--- config.mk ---
export PLATFORM = sky130hd
export DESIGN_NAME = pwm_dac
export DESIGN_NICKNAME = d
export VERILOG_FILES = /design/src/rtl/pwm_dac.sv
export SDC_FILE = /design/constraint.sdc
export NUM_CORES = 1
export LEC_CHECK = 0
export ABC_AREA = 1
export ABC_CLOCK_PERIOD_IN_PS = 2870
export CELL_PAD_IN_SITES_DETAIL_PLACEMENT = 2
export CELL_PAD_IN_SITES_GLOBAL_PLACEMENT = 2
export CORE_MARGIN = 3
export CORE_UTILIZATION = 37
export DETAILED_ROUTE_END_ITERATION = 8
export PLACE_DENSITY_LB_ADDON = 0.1
export SYNTH_ARGS = -nofsm -noshare
export SYNTH_HDL_FRONTEND = slang
export SYNTH_SLANG_ARGS = --single-unit
--- constraint.sdc ---
create_clock -name clk -period 2.87 [get_ports clk]
set_input_delay 0.287 -clock clk [delete_from_list [all_inputs] [get_ports clk]]
set_output_delay 0.287 -clock clk [all_outputs]
set_load 0.02 [all_outputs]
--- src/rtl/pwm_dac.sv ---
// PWM DAC: buffers 16-bit samples in a small FIFO, pops one per sample tick,
// and renders the top WIDTH bits as a glitch-free PWM duty cycle.
module pwm_dac #(
    parameter int WIDTH       = 8,
    parameter int CLOCK_FREQ  = 100_000_000,
    parameter int SAMPLE_FREQ = 2000,
    parameter int FIFO_DEPTH  = 4
) (
    input  logic                          clk,
    input  logic                          reset,
    input  logic                          enable,
    input  logic [15:0]                   sample_in,
    input  logic                          sample_valid,
    output logic                          sample_ready,
    output logic                          pwm_out,
    output logic                          underrun,
    output logic [$clog2(FIFO_DEPTH):0]   fifo_level
);

    localparam int SAMPLE_DIV = CLOCK_FREQ / SAMPLE_FREQ;
    localparam int SCW        = $clog2(SAMPLE_DIV);
    localparam int PW         = $clog2(FIFO_DEPTH);
    localparam int LW         = PW + 1;

    typedef enum logic {IDLE, RUN} state_t;

    state_t           state_q, state_d;
    logic [SCW-1:0]   scnt_q, scnt_d;
    logic [WIDTH-1:0] pcnt_q, pcnt_d;
    logic [WIDTH-1:0] duty_pending_q, duty_pending_d;
    logic [WIDTH-1:0] duty_active_q, duty_active_d;
    logic             pwm_q, pwm_d;
    logic [LW-1:0]    level_q, level_d;
    logic [PW-1:0]    rd_ptr_q, rd_ptr_d;
    logic [PW-1:0]    wr_ptr_q, wr_ptr_d;
    logic [WIDTH-1:0] mem_q [FIFO_DEPTH];

    logic             run;
    logic             tick;
    logic             empty;
    logic             push;
    logic             pop;
    logic             unused_lsbs;

    // Low sample bits are truncated away, never rounded.
    assign unused_lsbs = ^sample_in[15-WIDTH:0];

    assign fifo_level = level_q;
    assign pwm_out    = pwm_q;

    // Handshake, tick detection and next-state computation for all registers.
    always_comb begin
        run            = (state_q == RUN);
        tick           = run && (scnt_q == SCW'(SAMPLE_DIV - 1));
        empty          = (level_q == '0);
        sample_ready   = run && (level_q < LW'(FIFO_DEPTH));
        push           = sample_valid && sample_ready;
        pop            = tick && !empty;
        underrun       = tick && empty;

        state_d        = state_q;
        scnt_d         = scnt_q;
        pcnt_d         = pcnt_q;
        duty_pending_d = duty_pending_q;
        duty_active_d  = duty_active_q;
        pwm_d          = pwm_q;
        level_d        = level_q;
        rd_ptr_d       = rd_ptr_q;
        wr_ptr_d       = wr_ptr_q;

        case (state_q)
            IDLE: begin
                scnt_d         = '0;
                pcnt_d         = '0;
                duty_pending_d = '0;
                duty_active_d  = '0;
                pwm_d          = 1'b0;
                level_d        = '0;
                rd_ptr_d       = '0;
                wr_ptr_d       = '0;
                if (enable) begin
                    state_d = RUN;
                end
            end
            RUN: begin
                if (!enable) begin
                    state_d        = IDLE;
                    scnt_d         = '0;
                    pcnt_d         = '0;
                    duty_pending_d = '0;
                    duty_active_d  = '0;
                    pwm_d          = 1'b0;
                    level_d        = '0;
                    rd_ptr_d       = '0;
                    wr_ptr_d       = '0;
                end else begin
                    scnt_d = tick ? '0 : scnt_q + 1'b1;
                    pcnt_d = pcnt_q + 1'b1;
                    pwm_d  = (pcnt_q < duty_active_q);
                    if (pcnt_q == '1) begin
                        duty_active_d = duty_pending_q;
                    end
                    if (pop) begin
                        duty_pending_d = mem_q[rd_ptr_q];
                        rd_ptr_d       = rd_ptr_q + 1'b1;
                    end
                    if (push) begin
                        wr_ptr_d = wr_ptr_q + 1'b1;
                    end
                    if (push && !pop) begin
                        level_d = level_q + 1'b1;
                    end else if (pop && !push) begin
                        level_d = level_q - 1'b1;
                    end
                end
            end
            default: state_d = IDLE;
        endcase
    end

    // Control and datapath registers with asynchronous clear.
    always_ff @(posedge clk or posedge reset) begin
        if (reset) begin
            state_q        <= IDLE;
            scnt_q         <= '0;
            pcnt_q         <= '0;
            duty_pending_q <= '0;
            duty_active_q  <= '0;
            pwm_q          <= 1'b0;
            level_q        <= '0;
            rd_ptr_q       <= '0;
            wr_ptr_q       <= '0;
        end else begin
            state_q        <= state_d;
            scnt_q         <= scnt_d;
            pcnt_q         <= pcnt_d;
            duty_pending_q <= duty_pending_d;
            duty_active_q  <= duty_active_d;
            pwm_q          <= pwm_d;
            level_q        <= level_d;
            rd_ptr_q       <= rd_ptr_d;
            wr_ptr_q       <= wr_ptr_d;
        end
    end

    // FIFO storage; contents are only meaningful between the pointers.
    always_ff @(posedge clk) begin
        if (push) begin
            mem_q[wr_ptr_q] <= sample_in[15 -: WIDTH];
        end
    end

endmodule

== Word level (Yosys, flattened, before mapping) ==
Memories as Yosys holds them, arrays and structs flattened.
Index checks and enable logic that the tools add are counted.

* Memory bits (writable): 32
* Input bits: 20
* Logic and storage cells: 62
* Memories: 1
* Flip-flop bits (word level): 49

{| class="wikitable"
|+ Memories
! name !! depth !! bits a word !! read ports !! clocked after memory_dff !! wr ports !! RTL line !! RTL
|-
| mem_q || 4 || 8 || 1 || 0 || 1 || 36 || <nowiki>logic [WIDTH-1:0] mem_q [FIFO_DEPTH];</nowiki>
|}

* Bitwise logic cells: 1
* Magnitude comparators: 2
* Equality and inequality tests: 6
* Reductions and logical operators: 11
* Add/subtract/negate cells: 6
* Mux-type cells: 26

{| class="wikitable"
|+ Operators with widths
! operator !! count
|-
| $pmux 8 s2 || 3
|-
| $mux 8 || 5
|-
| $mux 16 || 2
|-
| $pmux 16 s2 || 1
|-
| $add 16x1->16 const B || 1
|-
| $eq 16x16->1 const B || 1
|-
| $mux 3 || 3
|-
| $ne 3x2->1 const B || 3
|-
| $add 8x1->8 const B || 1
|-
| $eq 8x8->1 const B || 1
|-
| $lt 8x8->1 || 1
|-
| $mux 2 || 4
|-
| $pmux 2 s2 || 2
|-
| $logic_and 1x1->1 || 7
|-
| $pmux 3 s2 || 1
|-
| $add 2x1->2 const B || 2
|-
| $mux 1 || 4
|-
| $ne 4x2->1 const B || 1
|-
| $add 3x1->3 const B || 1
|-
| $logic_not 1->1 || 3
|-
| $logic_not 3->1 || 1
|-
| $lt 3x3->1 const B || 1
|-
| $sub 3x1->3 const B || 1
|-
| $pmux 1 s2 || 1
|-
| $not 1->1 || 1
|}

== Logic depth before layout (Yosys ltp) ==
Gate-level depths: netlist of run 1.

* Depth in word-level cells: 9
* Gate-level depth with buffers: 11

== Least setup slack after synthesis of run 1 ==
OpenSTA, ideal clock, no wires.

* Path kind: reg-to-reg
* Start: register scnt_q[0]
* End: register level_q[1], in the netlist fifo_level[1]
* Arrival: 2.050 ns
* Path buffers: 1
* Stages on the path, launching flop included: 11
* Path slack: 0.726 ns
* Cell sequence: dfrtp_1 ha_1 nand2_2 nor2_1 nand3_2 nor2_4 nand2_4 buf_6 ha_1 fa_1 a211oi_1

* Longest elaborated chain between the ends: 8
* Elaborated cells between the ends (all ways): 10

{| class="wikitable"
|+ RTL lines
! item !! RTL line !! RTL
|-
| start, declared || 28 || <nowiki>logic [SCW-1:0] scnt_q, scnt_d;</nowiki>
|-
| start signal, assigned || 135 || <nowiki>scnt_q <= scnt_d;</nowiki>
|-
| $eq 16x16->1 (*) || 54 || <nowiki>tick = run && (scnt_q == SCW'(SAMPLE_DIV - 1));</nowiki>
|-
| $logic_and 1x1->1 (*) || 54 ||
|-
| $logic_and 1x1->1 (*) || 58 || <nowiki>pop = tick && !empty;</nowiki>
|-
| $logic_not 1->1 || 110 || <nowiki>if (push && !pop) begin</nowiki>
|-
| $logic_and 1x1->1 || 110 ||
|-
| $mux 3 || 110 ||
|-
| $mux 3 || 86 || <nowiki>if (!enable) begin</nowiki>
|-
| $pmux 3 s2 || 71 || <nowiki>case (state_q)</nowiki>
|-
| end signal, assigned || 140 || <nowiki>level_q <= level_d;</nowiki>
|-
| end, declared || 33 || <nowiki>logic [LW-1:0] level_q, level_d;</nowiki>
|}

Mark *: on every way between the ends. The rest lies on a longest branch, timed or not.
A chain may end at the register's enable or synchronous reset.

== Worst setup path in the final report of run 1 ==
* Start: register level_q[1], in the netlist fifo_level[1]
* End: output port underrun

* Longest elaborated chain between the ends: 2

{| class="wikitable"
|+ RTL lines
! item !! RTL line !! RTL
|-
| $logic_not 3->1 || 55 || <nowiki>empty = (level_q == '0);</nowiki>
|-
| $logic_and 1x1->1 || 59 || <nowiki>underrun = tick && empty;</nowiki>
|-
| end, declared || 16 || <nowiki>output logic underrun,</nowiki>
|}

Every way passes these cells.

==> results.md, run 1 <==
* Outcome: complete, no violations
* Max FO, Critical Path at 4
* Lkg Pwr at 0.00183 µW
* Post-synth cell types at 31
* Arrival time worst endpoint at 2.17 ns
* Worst-Margin Slew at 0.543 ns
* Nets at 475
* Vias in the first global route at 3211
* M1 WL at 4.34 mm
* Clk_lat worst skew at 0.36 ns
* Post-CTS setup buffers at 0
* Peak VDD IR at 315 µV
* Wire length on met3 at 174 µm
* Critical Path RT at 2.58 ns
* Final Cycle Share at 0.857
* Post-CTS sizing at 0
* Largest net degree at the start of global routing at 26
* Syn nets at 446
* Die W at 107 µm
* Sequential area share after synthesis at 0.575
* Top routing layer in use: met4
* Hold_buf cts at 0
* Iter 0 DRT Violations at 51
* Syn Area/Cell at 9.25 µm²
* Drt wl/cell at 16.0 µm
* GRT Total Usage at 0.179
* Placed insts at 562
* Clk root buf: clkbuf_8
* Clock slew at reported path FFs at 0.10 ns
* Ant. Diodes at 0
* Non-Filler Instances at 578
* IO Pins at 26
* Initial Util at 0.385
* Post-route setup TNS at 0 ns
* Final GP Congestion at 0.707
* Post-Syn Area at 3800 µm²
* Initial antenna violation count at 0
* Drt via density at 4.94
* Area Overhead vs Synth at 15.4%
* Relative slew slack at 0.638
* Layout Skew at 0.0153 ns
* Maxcap violations at 0
* Drt total wl at 9.27 mm
* CTS tree: yes
* Final Max Tran Viols at 0
* Crit start category: flop
* Fmax at 407 MHz
* Core area at 9860 µm²
* Chip height at 107 µm
* Antenna Nets Post-Route at 0
* Layout cells sized above 1 at 0.0787
* Number of buffers added on ports at 17
* Standard-cell rows at 36
* Post-DP HPWL at 6.67 mm
* Post-layout min period at 2.46 ns
* Global route overflow at 0
* Met2 Wirelength at 4.62 mm
* Total number of vias at 2856
* CP Capture Type: output port
* Cell Pwr Density at 528 nW/µm²
* Pre-antenna DRT Iters at 4
* First-pass GRT wire length at 16.0 mm
* R2R cell count at 10
* Max clock buf depth at 2
* Final number of setup-violating endpoints at 0
* WS Path Type: reg2out
* # H-tree levels at 3
* Num CTS Buffers at 9
* Die ar. at 11500 µm²
* Unrepaired setup endpoints after global routing: no
* Residual DRC count at 0
* Min-delay worst type: in2async
* Sink Count at 81
* #FFs+latches synth at 81
* Final hold violation count at 0
* YS warnings at 0
* Final worst hold slack at 0.286 ns
* Synth Instances at 411
registers in the layout (all words and copies together), names as in the netlist:
register and count:
pwm_out 1, wr_ptr_q 2, mem_q 32, rd_ptr_q 2, run 1, scnt_q 16, fifo_level 3, duty_pending_q 8
duty_active_q 8, pcnt_q 8
per-stage QoR:
step / instance area [µm²] / util / setup WS, ns / total power [µW]
after floorplan: 3800 / - / 0.726 / 1310
after global placement: 4160 / 0.422 / 0.630 / 1360
after detailed placement: 4160 / 0.422 / 0.566 / 1360
after CTS: 4390 / 0.445 / 0.346 / 2350
after global routing: 4390 / 0.445 / 0.240 / 2410
final: 4390 / 0.445 / 0.410 / 2320
worst max-delay path: stages, from the launching register on:
cell and delay [ns]:
dfrtp_1 0.43, nor3_1 0.34, inv_1 0.15, nor3_1 0.24
clkdlybuf4s50_1 0.65
power by group:
part / total [µW] / internal [µW] / switching, µW / leakage [µW]
logic: 110 / 39.5 / 70.9 / 0.000744
clock network: 982 / 506 / 477 / 0.000113
registers: 1230 / 1220 / 7.95 / 0.000969
layer usage:
layer,vias up,GRT usage
met3,13,0.0276
met2,25,0.311
met1,1429,0.225
met4,0,0.0685
met5,-,0
li1,1389,-
placed cells by master, fill, tap and decap left out, types with 6 or more instances in the layout:
master,Yosys,routed
inv_1,59,58
o21ai_0,26,26
xor2_1,6,6
buf_4,0,8
nand3_1,24,24
nor3_1,7,7
clkbuf_8,0,9
dfrtp_1,49,49
a21oi_1,9,9
o22ai_1,8,8
nand2_1,72,72
edfxtp_1,32,32
o21ai_1,7,7
nor2_1,71,71
clkdlybuf4s50_1,0,17
ha_1,14,14
kinds of logic after synthesis:
family	Yosys count	synth area share
AO/OA/AOI/OAI	56	0.0803
XOR/XNOR	8	0.0184
adder cells (fa/ha/maj)	15	0.0514
buffers and inverters	67	0.0695
flip-flops	81	0.575
AND/OR/NAND/NOR	184	0.205
cell type report:
cell class / count / area, µm²
clock inverter: 7 / 105
multi-input combinational: 263 / 1350
fill: 1085 / 5480
timing repair buffer: 25 / 230
tap: 133 / 166
clock buffer: 9 / 124
sequential: 81 / 2190
inverter: 60 / 225
path summary, 6_finish.rpt:
kind | startpoint | endpoint | slack (ns)
setup reg to reg | scnt_q[0] | fifo_level[2] | 0.57
hold / removal | reset | fifo_level[0] | 0.29
setup / recovery | fifo_level[1] | underrun | 0.41
hold reg to reg | pcnt_q[0] | pcnt_q[0] | 0.51
min in group clk | enable | run | 0.38
max in group asynchronous | reset | duty_pending_q[3] | 1.94
Yosys cell counts:
cell type   n  area [µm²]
o21ai_2     1        8.76
inv_1      59         221
o21bai_1    1        7.51
a31oi_1     1        6.26
clkbuf_1    2        7.51
a211oi_1    3        22.5
ha_1       14         175
nand2_2     1        6.26
nand3_2     2        20.0
o22ai_1     8        50.1
fa_1        1        20.0
nand3b_1    1        7.51
buf_2       4        20.0
nand2_4     1        11.3
xnor2_1     2        17.5
edfxtp_1   32         961
nand4_2     1        12.5
dfrtp_1    49        1230
o21ai_1     7        35.0
a21oi_1     9        45.0
inv_2       1        3.75
nor2_1     71         267
buf_6       1        11.3
nand4_1     1        6.26
nand2_1    72         270
xor2_1      6        52.6
nor2_2      2        12.5
o21ai_0    26         130
nor3_1      7        35.0
nor2_4      1        11.3
nand3_1    24         120
Note: power is estimated with default switching activity, not from simulation.
==> run 2: changes to the inputs <==
- CAP_MARGIN: not set -> 20
- CORE_ASPECT_RATIO: not set -> 1.75
==> run 2 against run 1 <==
Effect of this change: via count increased by 0.32%; critical path type unchanged; final area up 2.1%; utilization increased by 0.43 points; non-clock buffer count unchanged; clock skew fell by 0.0068 ns; fmax decreased by 0.76%; sequential share of layout area down 1.0 points; critical path depth did not move; hold slack worse by 0.070 ns; final cell count decreased by 1.4%; combinational power barely moved.
==> results.md, run 2 (same netlist as run 1, synthesis figures left out) <==
* Outcome: complete, no violations (unchanged)
* # H-tree levels at 3 (unchanged)
* Post-DP HPWL at 6.53 mm (was 6.67 mm)
* Core area at 9970 µm² (was 9860 µm²)
* Max clock buf depth at 2 (unchanged)
* Die ar. at 11600 µm² (was 11500 µm²)
* IO Pins at 26 (unchanged)
* Drt via density at 5.03 (was 4.94)
* Number of buffers added on ports at 17 (unchanged)
* Arrival time worst endpoint at 2.19 ns (was 2.17 ns)
* Layout Skew at 0.00847 ns (was 0.0153 ns)
* Switching Fraction at 0.218 (was 0.240)
* Flop pwr share at 0.471 (was 0.529)
* R2r startpoint: scnt_q[0] (unchanged)
* Global route overflow at 0 (unchanged)
* Number of flip-flops in the largest register at 32 (unchanged)
* Final GP Congestion at 0.758 (was 0.707)
* Unrepaired setup endpoints after global routing: no (unchanged)
* Layout cells sized above 1 at 0.0787 (unchanged)
* Maxcap violations at 0 (unchanged)
* Post-CTS setup buffers at 0 (unchanged)
* Final hold violation count at 0 (unchanged)
* Iter 0 DRT Violations at 77 (was 51)
* Critical Path RT at 2.58 ns (about the same)
* Ant. Diodes at 0 (unchanged)
* R2R cell count at 10 (unchanged)
* Worst-Margin Slew at 0.549 ns (was 0.543 ns)
* Placed insts at 554 (was 562)
* Clock slew at reported path FFs at 0.06 ns (was 0.10 ns)
* Peak VDD IR at 548 µV (was 315 µV)
* First-pass GRT wire length at 15.5 mm (was 16.0 mm)
* Commonest non-fill, non-tap cell in the layout: nand2_1 (unchanged)
* Area Overhead vs Synth at 17.8% (was 15.4%)
* Final worst hold slack at 0.216 ns (was 0.286 ns)
* Biggest register: mem_q (unchanged)
* Comb pwr share at 0.042 (was 0.048)
* Relative slew slack at 0.634 (was 0.638)
* Fmax at 403 MHz (was 407 MHz)
* Cell mode on critical path: nor3_1 (unchanged)
* Delay of the slowest critical-path stage at 0.65 ns (about the same)
* Total number of vias at 2865 (was 2856)
* Cell Pwr Density at 581 nW/µm² (was 528 nW/µm²)
* Slowest CP cell: clkdlybuf4s50_1 (unchanged)
* Final number of setup-violating endpoints at 0 (unchanged)
* Residual DRC count at 0 (unchanged)
* Sw Pwr at 567 µW (was 555 µW)
* R2R Setup Slk at 0.55 ns (was 0.57 ns)
* Post-route setup TNS at 0 ns (unchanged)
* Num CTS Buffers at 9 (unchanged)
* GRT Total Usage at 0.176 (was 0.179)
* RR Endpoint: fifo_level[2] (unchanged)
* Hold_buf cts at 0 (unchanged)
* Drt total wl at 9.06 mm (was 9.27 mm)
* Initial Util at 0.381 (was 0.385)
* Most frequent cells in the layout: 72 x nand2_1, 71 x nor2_1, 58 x inv_1 (unchanged)
* Fillers at 1114 (was 1085)
* Antenna Nets Post-Route at 0 (unchanged)
* Nets at 475 (unchanged)
* Initial antenna violation count at 0 (unchanged)
* Min-delay worst type: in2async (unchanged)
* Die W at 82.6 µm (was 107 µm)
* Final Cycle Share at 0.864 (was 0.857)
* Clock network power share at 0.486 (was 0.424)
* Sink Count at 81 (unchanged)
* Internal at 2040 µW (was 1760 µW)
* Standard-cell rows at 48 (was 36)
* CTS tree: yes (unchanged)
* CP Capture Type: output port (unchanged)
* Post-Route Utilization at 0.449 (was 0.445)
* Pwr Total at 2600 µW (was 2320 µW)
* Biggest registers after layout: mem_q (32), scnt_q (16) (unchanged)
* WS Path Type: reg2out (unchanged)
* Chip height at 140 µm (was 107 µm)
* Post-layout min period at 2.48 ns (was 2.46 ns)
* Post-CTS sizing at 0 (unchanged)
* Area taken by multi-input logic gates at 1350 µm² (unchanged)
* Lkg Pwr at 0.00188 µW (was 0.00183 µW)
* Pre-antenna DRT Iters at 4 (unchanged)
* Clk_lat worst skew at 0.33 ns (was 0.36 ns)
* Cell chain of the critical path: nor3_1, inv_1, nor3_1, clkdlybuf4s50_1 (unchanged)
* Register Area at 2190 µm² (unchanged)
* Crit start category: flop (unchanged)
* Clk root buf: clkbuf_16 (was clkbuf_8)
* Largest net degree at the start of global routing at 24 (was 26)
* Final Max Tran Viols at 0 (unchanged)
* Vias in the first global route at 3226 (was 3211)
* Drt wl/cell at 15.9 µm (was 16.0 µm)
* Non-Filler Instances at 570 (was 578)
* Max FO, Critical Path at 4 (unchanged)
==> run 2: changes by cell type in the layout (fill, tap and decap cells not counted), sizes merged <==
| cell | previous run | this run |
|---|---|---|
| inv | 64 | 65 |
| clkinvlp | 1 | 0 |
==> run 2: worst max path at each step <==
stage | slack [ns] | endpoint | from
after floorplan | 0.73 | fifo_level[1] | scnt_q[0]
after global placement | 0.63 | fifo_level[1] | scnt_q[0]
after detailed placement | 0.55 | fifo_level[2] | scnt_q[0]
after CTS | 0.33 | underrun | fifo_level[1]
after global routing | 0.29 | underrun | fifo_level[1]
final | 0.39 | underrun | fifo_level[1]
==> run 2: critical path: cells and delay by family (launching register included) <==
kind                   cells  cell delay [ns]
and+or+nand+nor            2             0.62
DFF                        1             0.43
buffers and inverters      2             0.81
==> run 2: stage by stage <==
stage | setup slack [ns] | area, µm²
2_1_floorplan | 0.726 | 3800
3_3_place_gp | 0.626 | 4150
3_5_place_dp | 0.554 | 4150
4_1_cts | 0.334 | 4480
5_1_grt | 0.288 | 4480
6_report | 0.391 | 4480
==> run 2: power by group through the flow <==
stage	clock, µW	sequential, µW	combinational, µW
floorplan	0	1250	57.2
global placement	0	1250	108
detailed placement	0	1250	113
CTS	1300	1230	115
global route	1350	1230	127
finish	1270	1230	110
==> run 2: cell type report <==
class,count,area share
Clock buffer,9,0.0503
Tap cell,125,0.0349
Sequential cell,81,0.488
Clock inverter,7,0.0232
Timing Repair Buffer,25,0.0514
Inverter,60,0.0503
Multi-Input combinational cell,263,0.301
==> run 2: per-layer routing <==
metal,GRT usage,share of wire,vias to the layer above
met5,0,0,-
met4,0.0543,0.011,0
met3,0.0283,0.019,5
met2,0.314,0.55,22
met1,0.210,0.42,1446
li1,-,-,1392
